==> src/rtl/hydra_ingress_buffer.sv <==
// Packet ingress buffer: stores framed packets, commits only length-correct ones,
// and replays committed packets on a framed output with out_ready backpressure.
module hydra_ingress_buffer #(
    parameter int DATA_WIDTH = 16,
    parameter int PORT_BITS  = 4,
    parameter int PRI_BITS   = 3,
    parameter int LEN_BITS   = 9,
    parameter int DEPTH      = 256,
    parameter int PAUSE_TH   = 32
) (
    input  logic                     clk,
    input  logic                     rst,
    input  logic                     wr_sop,
    input  logic                     wr_vld,
    input  logic [DATA_WIDTH-1:0]    wr_data,
    input  logic                     wr_eop,
    output logic                     pause,
    input  logic                     out_ready,
    output logic                     out_sop,
    output logic                     out_vld,
    output logic                     out_eop,
    output logic [DATA_WIDTH-1:0]    out_data,
    output logic [PORT_BITS-1:0]     out_dest,
    output logic [PRI_BITS-1:0]      out_pri,
    output logic [15:0]              pkt_cnt,
    output logic [15:0]              drop_cnt,
    output logic [$clog2(DEPTH):0]   free_words
);

    localparam int AW      = $clog2(DEPTH);
    localparam int PW      = AW + 1;
    localparam int CW      = ((LEN_BITS > PW) ? LEN_BITS : PW) + 1;
    localparam int LEN_LSB = PORT_BITS + PRI_BITS;

    typedef enum logic [1:0] {W_IDLE, W_HDR, W_BODY, W_DROP} w_state_t;
    typedef enum logic [1:0] {R_IDLE, R_SOP, R_DATA, R_EOP}  r_state_t;

    logic [DATA_WIDTH-1:0] mem [DEPTH];

    w_state_t            w_state, w_state_n;
    r_state_t            r_state, r_state_n;
    logic [PW-1:0]       wr_ptr, wr_ptr_n, cwr_ptr, cwr_ptr_n, rd_ptr, rd_ptr_n;
    logic [CW-1:0]       w_cnt, w_cnt_n, r_cnt, r_cnt_n;
    logic [LEN_BITS-1:0] w_len, w_len_n, r_len;
    logic [PW-1:0]       pend;
    logic [PW-1:0]       free_n;
    logic [DATA_WIDTH-1:0] rd_word;
    logic                wr_en, commit, drop, rd_start, full;

    assign full       = (wr_ptr[AW] != rd_ptr[AW]) && (wr_ptr[AW-1:0] == rd_ptr[AW-1:0]);
    assign free_words = PW'(DEPTH) - (wr_ptr - rd_ptr);
    assign free_n     = PW'(DEPTH) - (wr_ptr_n - rd_ptr_n);
    assign rd_word    = mem[rd_ptr[AW-1:0]];

    // Write side: wr_ptr runs ahead for the open packet, cwr_ptr marks the committed end.
    always_comb begin
        w_state_n = w_state;
        wr_ptr_n  = wr_ptr;
        cwr_ptr_n = cwr_ptr;
        w_cnt_n   = w_cnt;
        w_len_n   = w_len;
        wr_en     = 1'b0;
        commit    = 1'b0;
        drop      = 1'b0;
        case (w_state)
            W_IDLE: if (wr_sop) w_state_n = W_HDR;
            W_HDR, W_BODY: begin
                if (wr_sop) begin
                    drop      = 1'b1;
                    wr_ptr_n  = cwr_ptr;
                    w_state_n = W_HDR;
                end else if (wr_eop) begin
                    w_state_n = W_IDLE;
                    if (w_state == W_BODY && w_cnt == CW'(w_len)) begin
                        commit    = 1'b1;
                        cwr_ptr_n = wr_ptr;
                    end else begin
                        drop     = 1'b1;
                        wr_ptr_n = cwr_ptr;
                    end
                end else if (wr_vld) begin
                    if (full) begin
                        wr_ptr_n  = cwr_ptr;
                        w_state_n = W_DROP;
                    end else begin
                        wr_en    = 1'b1;
                        wr_ptr_n = wr_ptr + 1'b1;
                        if (w_state == W_HDR) begin
                            w_len_n   = wr_data[LEN_LSB +: LEN_BITS];
                            w_cnt_n   = '0;
                            w_state_n = W_BODY;
                        end else begin
                            w_cnt_n = w_cnt + 1'b1;
                        end
                    end
                end
            end
            W_DROP: begin
                if (wr_sop) begin
                    drop      = 1'b1;
                    w_state_n = W_HDR;
                end else if (wr_eop) begin
                    drop      = 1'b1;
                    w_state_n = W_IDLE;
                end
            end
            default: w_state_n = W_IDLE;
        endcase
    end

    // Output handshake: a marker or word is transferred exactly in the cycles where
    // out_ready is high; sop, vld and eop are only ever asserted in such cycles.
    always_comb begin
        r_state_n = r_state;
        rd_ptr_n  = rd_ptr;
        r_cnt_n   = r_cnt;
        rd_start  = 1'b0;
        out_sop   = 1'b0;
        out_vld   = 1'b0;
        out_eop   = 1'b0;
        out_data  = '0;
        case (r_state)
            R_IDLE: begin
                if (pend != '0) begin
                    rd_start  = 1'b1;
                    r_state_n = R_SOP;
                end
            end
            R_SOP: begin
                if (out_ready) begin
                    out_sop   = 1'b1;
                    r_cnt_n   = '0;
                    r_state_n = R_DATA;
                end
            end
            R_DATA: begin
                if (out_ready) begin
                    out_vld  = 1'b1;
                    out_data = rd_word;
                    rd_ptr_n = rd_ptr + 1'b1;
                    r_cnt_n  = r_cnt + 1'b1;
                    if (r_cnt == CW'(r_len)) r_state_n = R_EOP;
                end
            end
            R_EOP: begin
                if (out_ready) begin
                    out_eop   = 1'b1;
                    r_state_n = R_IDLE;
                end
            end
            default: r_state_n = R_IDLE;
        endcase
    end

    always_ff @(posedge clk) begin
        if (wr_en) mem[wr_ptr[AW-1:0]] <= wr_data;
    end

    always_ff @(posedge clk or posedge rst) begin
        if (rst) begin
            w_state  <= W_IDLE;
            r_state  <= R_IDLE;
            wr_ptr   <= '0;
            cwr_ptr  <= '0;
            rd_ptr   <= '0;
            w_cnt    <= '0;
            w_len    <= '0;
            r_cnt    <= '0;
            r_len    <= '0;
            pend     <= '0;
            out_dest <= '0;
            out_pri  <= '0;
            pause    <= 1'b0;
            pkt_cnt  <= '0;
            drop_cnt <= '0;
        end else begin
            w_state <= w_state_n;
            r_state <= r_state_n;
            wr_ptr  <= wr_ptr_n;
            cwr_ptr <= cwr_ptr_n;
            rd_ptr  <= rd_ptr_n;
            w_cnt   <= w_cnt_n;
            w_len   <= w_len_n;
            r_cnt   <= r_cnt_n;
            // Pause tracks the post-edge fill level so it always matches free_words.
            pause   <= (free_n < PW'(PAUSE_TH));
            if (rd_start) begin
                out_dest <= rd_word[PORT_BITS-1:0];
                out_pri  <= rd_word[PORT_BITS +: PRI_BITS];
                r_len    <= rd_word[LEN_LSB +: LEN_BITS];
            end
            if (commit && !rd_start)      pend <= pend + 1'b1;
            else if (!commit && rd_start) pend <= pend - 1'b1;
            if (commit && pkt_cnt != 16'hFFFF)  pkt_cnt  <= pkt_cnt + 16'd1;
            if (drop && drop_cnt != 16'hFFFF)   drop_cnt <= drop_cnt + 16'd1;
        end
    end

endmodule

==> config.mk <==
export PLATFORM = sky130hd
export DESIGN_NAME = hydra_ingress_buffer
export DESIGN_NICKNAME = d
export VERILOG_FILES = /design/src/rtl/hydra_ingress_buffer.sv
export SDC_FILE = /design/constraint.sdc
export NUM_CORES = 2
export LEC_CHECK = 0
export CORE_UTILIZATION = 49
export CTS_BUF_LIST = sky130_fd_sc_hd__clkbuf_4 sky130_fd_sc_hd__clkbuf_8
export DETAILED_ROUTE_END_ITERATION = 7
export PLACE_DENSITY = 0.78
export SYNTH_ARGS = -nofsm -noshare
export SYNTH_HDL_FRONTEND = slang
export SYNTH_SLANG_ARGS = --single-unit
==> constraint.sdc <==
create_clock -name clk -period 4.43 [get_ports clk]
set_input_delay 0.6645 -clock clk [delete_from_list [all_inputs] [get_ports clk]]
set_output_delay 0.6645 -clock clk [all_outputs]
set_load 0.05 [all_outputs]
== Word level (Yosys, flattened, before mapping) ==
Memories as Yosys holds them, arrays and structs flattened.
Index checks and enable logic that the tools add are counted.
Storage, ports and cells
  flip-flop bits (word level): 118
  bits in writable memories: 4096
  logic and storage cells: 127
  bits of input ports: 22
  memories: 1
  output and inout port bits: 68
Cells by class
  $lt $le $gt $ge: 1
  bitwise gates (word level): 3
  reduce and logical (&&, ||, !) cells: 20
  $add $sub $neg: 12
  equal/unequal tests: 21
  mux-type cells: 54
Memory list
  mem: depth 256, bits a word 16, read ports 1, clocked after Yosys merged registers in 0, wr ports 1, line 38  | logic [DATA_WIDTH-1:0] mem [DEPTH];
Operator list (number)
  9-bit two-way mux: 10
  16-bit by 1-bit adder with 16-bit output, second input constant: 2
  16-bit two-way mux: 2
  16-bit != test, second input constant: 2
  10-bit two-way mux: 3
  9-bit by 1-bit adder with 9-bit output, second input constant: 3
  2-bit two-way mux: 13
  1-bit two-way mux: 22
  10-bit by 1-bit adder with 10-bit output, second input constant: 2
  10-bit by 9-bit equality test with 1-bit output: 2
  10-bit one-hot mux with 2 select lines: 1
  9-bit subtractor: 2
  9-bit subtractor, first input constant: 2
  2-bit != test, second input constant: 6
  5-bit AND reduction: 2
  9-bit by 6-bit less-than comparator with 1-bit output, second input constant: 1
  9-bit nonzero test: 1
  9-bit by 1-bit subtractor with 9-bit output, second input constant: 1
  2-bit equality test, second input constant: 4
  8-bit equality test: 1
  2-bit one-hot mux with 4 select lines: 1
  1-bit logical AND: 6
  2-bit one-hot mux with 3 select lines: 1
  3-bit AND reduction: 2
  13 further kinds: 19

== Longest topological paths before layout ==
  depth in word-level cells: 10
  gate-level depth with buffers: 25

== Worst setup path before layout ==
No wires, ideal clock.
  path kind: flip-flop to flip-flop
  from: register rd_ptr[0]
  to: register pause
  setup time: 0.086 ns
  setup slack: -0.444 ns
  arrival time: 4.789 ns
  cell stages (with the launch flop): 25
  clock period less this slack: 4.874 ns
  path through: dfrtp_1 > buf_6 > buf_4 > buf_6 > buf_6 > buf_2 > inv_1 > ha_1 > nand4_1 > or3_1 > clkbuf_1 > clkbuf_1 > a32o_1 > a22oi_1 > nor2_1 > a221oi_1 > ha_1 > ha_1 > nand2_1 > nand2b_1 > a21o_1 > a21oi_1 > o31ai_1 > a2111o_1 > a32oi_1
Between the ends
  cells in the longest elaborated chain, start to end: 10
RTL lines
  from (decl): line 42  | logic [PW-1:0] wr_ptr, wr_ptr_n, cwr_ptr, cwr_ptr_n, rd_ptr, rd_ptr_n;
  from (signal assigned): line 181  | rd_ptr <= rd_ptr_n;
  8-bit equality test: line 50  | assign full = (wr_ptr[AW] != rd_ptr[AW]) && (wr_ptr[AW-1:0] == rd_ptr[AW-1:0]);
  1-bit logical AND: line 50
  9-bit two-way mux: line 82  | if (full) begin
  9-bit two-way mux: line 81  | end else if (wr_vld) begin
  9-bit two-way mux: line 72  | end else if (wr_eop) begin
  9-bit two-way mux: line 68  | if (wr_sop) begin
  9-bit two-way mux: line 65  | case (w_state)
  9-bit subtractor (*) (2 in a row): line 52  | assign free_n = PW'(DEPTH) - (wr_ptr_n - rd_ptr_n);
  9-bit by 6-bit less-than comparator with 1-bit output (*): line 186  | pause <= (free_n < PW'(PAUSE_TH));
  to (signal assigned): line 186
  to (decl): line 17  | output logic pause,
Mark *: on every way between the ends. The rest lies on a longest branch, timed or not.
A chain may end at the register's enable or synchronous reset.

== Worst setup path after layout ==
  from: register rd_ptr[0]
  to: output port out_data[14]
Between the ends
  cells in the longest elaborated chain, start to end: 3
RTL lines
  memory read 256 x 16 bit
  16-bit two-way mux: line 137  | if (out_ready) begin
  16-bit two-way mux: line 122  | case (r_state)
  to (decl): line 22  | output logic [DATA_WIDTH-1:0] out_data,
No other way between the ends.

==> results by group <==
Outcome
  – Outcome: finished with violations
  – Failing checks: negative setup slack

Routing
  – Vias/cell: 6.33
  – Vias: 82500
  – Antenna Nets Post-Route: 0
  – Met1 Wirelength: 145000 um
  – Detailed-route wire length per cell: 32.0 um
  – Initial DRC count: 12500
  – Max Used Layer: met5
  – WL met3: 55100 um
  – Met2 wire length: 199000 um
  – Drt pass-1 iters: 6
  – Detailed Route WL: 417000 um
  – Detailed-route DRC error count: 0

Placed design
  – Dpl hpwl: 245000 um
  – GPL Wtd Cong: 0.885
  – Dpl ws: -0.541 ns
  – Port buffer count: 89
  – Inst Count DP: 11800

Clock network
  – Num CTS Buffers: 635
  – Clock buffer depth: 4
  – Root Buffer: clkbuf_8
  – Worst-Skew Late Latency: 1.24 ns
  – Reg clk slew, reported paths: 0.07 ns
  – CTS tree: done
  – Sink Count: 4214
  – H-Tree Depth: 6

Logic synthesis
  – Adder-Cell Fraction of Synth Area: 0.00439
  – Synth top cells by count: edfxtp_1 (4096), mux4_2 (1284), nor2_1 (336), clkbuf_1 (206), nand2_1 (163)
  – Largest area contributor in the netlist: edfxtp_1
  – Largest cells by area after synthesis: edfxtp_1 (75%), mux4_2 (18%), dfrtp_1 (1.8%)
  – Yosys synthesis warning count: 0
  – Synth Area in Simple Gates: 0.0162
  – Multiplexer share of the synthesized area: 0.179
  – Xor-xnor portion of the synthesized cell area: 0.00429
  – Number of synthesized flops with an enable pin: 4096
  – Synth unique cells: 57
  – Synthesized flop and latch total: 4214
  – Post-synth top area share: 0.754
  – Cells after Synth: 7009
  – Post-synthesis net count: 7087
  – Most common cell in the netlist: edfxtp_1
  – Syn avg cell area: 23.3 um^2
  – Synth Area in Compound Gates: 0.0125
  – Synth async-reset ratio: 0.0280
  – Ys flop type: edfxtp_1
  – Main combinational cell family by area after synthesis: multiplexers
  – Synthesized cell area: 163000 um^2
  – Sequential area share after synthesis: 0.772

Timing
  – Worst Skew: 0.101 ns
  – Max Freq: 179 MHz
  – Final hold vios: 0
  – Tcrit/Tclk final: 1.26
  – Hold Slack: 0.0327 ns
  – Final setup fails: 19
  – Crit path setup slack, layout: -1.15 ns
  – Worst slew margin: 0.0375
  – RSZ-0062 raised after global routing: yes
  – Slew Viols, Final: 0
  – Measured slew at the worst slew-check pin: 1.44 ns
  – Setup TNS: -17.18 ns
  – Final Critical Period: 5.58 ns

Floorplanning
  – Die Area: 335000 um^2
  – Io pins: 90
  – Core area: 331000 um^2
  – Starting density of the core: 0.493
  – Die W: 579 um
  – Cell row count: 211
  – Die height: 579 um

Global routing
  – Initial antenna violation count: 6
  – First-pass GRT wire length: 586000 um
  – Tot GR Track Use: 0.244
  – Grt total ovfl: 0
  – Number of global-route vias before repair: 82900
  – Largest net degree at the start of global routing: 180

Power and ir drop
  – Pwr/cell area: 576 nW/um^2
  – Net Sw Frac: 0.299
  – Clock Power Share: 0.285
  – VDD IR max: 0.565 mV
  – Internal power: 76900 uW
  – Sequential share of power: 0.404
  – Leak: 0.0609 uW
  – P_sw: 32800 uW
  – Combinational Power Share: 0.311

Worst setup path
  – Setup crit end kind: output pin
  – Largest delay share family, worst path: buffers and inverters
  – Setup crit start kind: flip-flop
  – WS Path Type: reg -> out
  – CP bufs+invs: 7
  – Worst EP arrival: 4.92 ns
  – Crit-path cells: buf_12 > clkbuf_16 > clkbuf_16 > buf_4 > clkbuf_16 > mux4_2 > mux4_2 > a22oi_1 > nand2_1 > a22o_4 > a211oi_4 > buf_4 > nor2_1 > buf_4
  – Crit path max-delay cell type: mux4_2
  – Largest stage delay, worst path: 0.59 ns
  – Worst EP required: 3.77 ns
  – Crit-path max FO: 7

Finish
  – Nets: 8244
  – Final core occ: 0.576
  – Area grow syn2layout: 16.7%
  – Layout cells sized above 1: 0.381
  – Fin cells: 13000

Flow run
  – Max Cap Viol: 0

Min path
  – Hold Crit Class: in -> reg
## metal layers
metal,global-route usage,vias up
met1,0.331,42900
met3,0.0634,890
li1,-,32300
met2,0.380,6324
met4,0.100,4
met5,0,-
## area by class of cell
type                            count  area (um^2)
Tap cell                         4366         5460
Sequential cell                  4214       126000
Antenna cell                        6         15.0
Fill cell                       21900       140000
Multi-Input combinational cell   2377        36200
Timing Repair Buffer              896        10300
Inverter                           42          168
Clock buffer                      859        10500
Clock inverter                    279         1830
## path summary, 6_finish.rpt
kind | startpoint | to | slack (ns) | cells after the start
max | rd_ptr[0] | out_data[14] | -1.15 | 14
min | wr_data[9] | mem[83][9] | 0.03 | 1
max reg2reg | rd_ptr[0] | pause | -0.10 | 20
min reg2reg | pend[8] | pend[8] | 0.48 | 1
max in group asynchronous | rst | w_len[7] | 2.98 | 4
min in group asynchronous | rst | drop_cnt[2] | 0.60 | 3
## logic make-up after synthesis
group	after synthesis
buffers and inverters	418
adder cells (fa/ha/maj)	56
AND/OR/NAND/NOR	627
flip-flops	4214
multiplexers	1318
XOR/XNOR	80
AO/OA/AOI/OAI	296
## metrics by stage
stage               total power, uW  area, um^2
floorplan                     65000      163000
global placement              75100      175000
detailed placement            75800      175000
CTS                          108000      189000
global route                 113000      190000
finish                       110000      190000
## power by group through the flow
stage | clock network [uW] | logic [uW] | registers, uW
after floorplan | 0 | 19700 | 45300
after global placement | 0 | 30000 | 45100
after detailed placement | 0 | 30600 | 45200
after CTS | 31400 | 32500 | 44300
after global routing | 33100 | 35400 | 44400
final | 31200 | 34100 | 44300
## layout by cell type, fill, tap and decap left out, drive strengths merged, types with 7 or more instances in the layout
master,count
a22oi,108
inv,80
nor3,17
mux2i,12
buf,812
nand4,21
xnor2,45
ha,54
nor2,336
mux4,1284
nand2,163
o21bai,8
nor4,16
a211oi,15
mux2,22
a21oi,39
nand3,30
clkdlybuf4s50,49
clkinvlp,9
o21ai,64
a32oi,7
a22o,16
bufinv,11
clkbuf,887
clkinv,221
dfrtp,118
and3,12
nand2b,7
xor2,35
edfxtp,4096
## registers in the layout, indices dropped and copies added, names as in the netlist, 3 cells and up
signal	cells
out_pri	3
out_dest	4
rd_ptr	9
pkt_cnt	16
r_cnt	10
pend	9
w_len	9
wr_ptr	9
cwr_ptr	9
mem	4096
drop_cnt	16
r_len	9
w_cnt	10
## timing repair
action	in CTS	in global routing
gates cloned	14	13
buffers inserted	31	64
hold endpoints to repair	26	0
resized for setup	175	112
hold buffers	1	0
endpoints found under the setup margin	21	21
pin swaps	26	42
(Power assumes the default switching activity.)
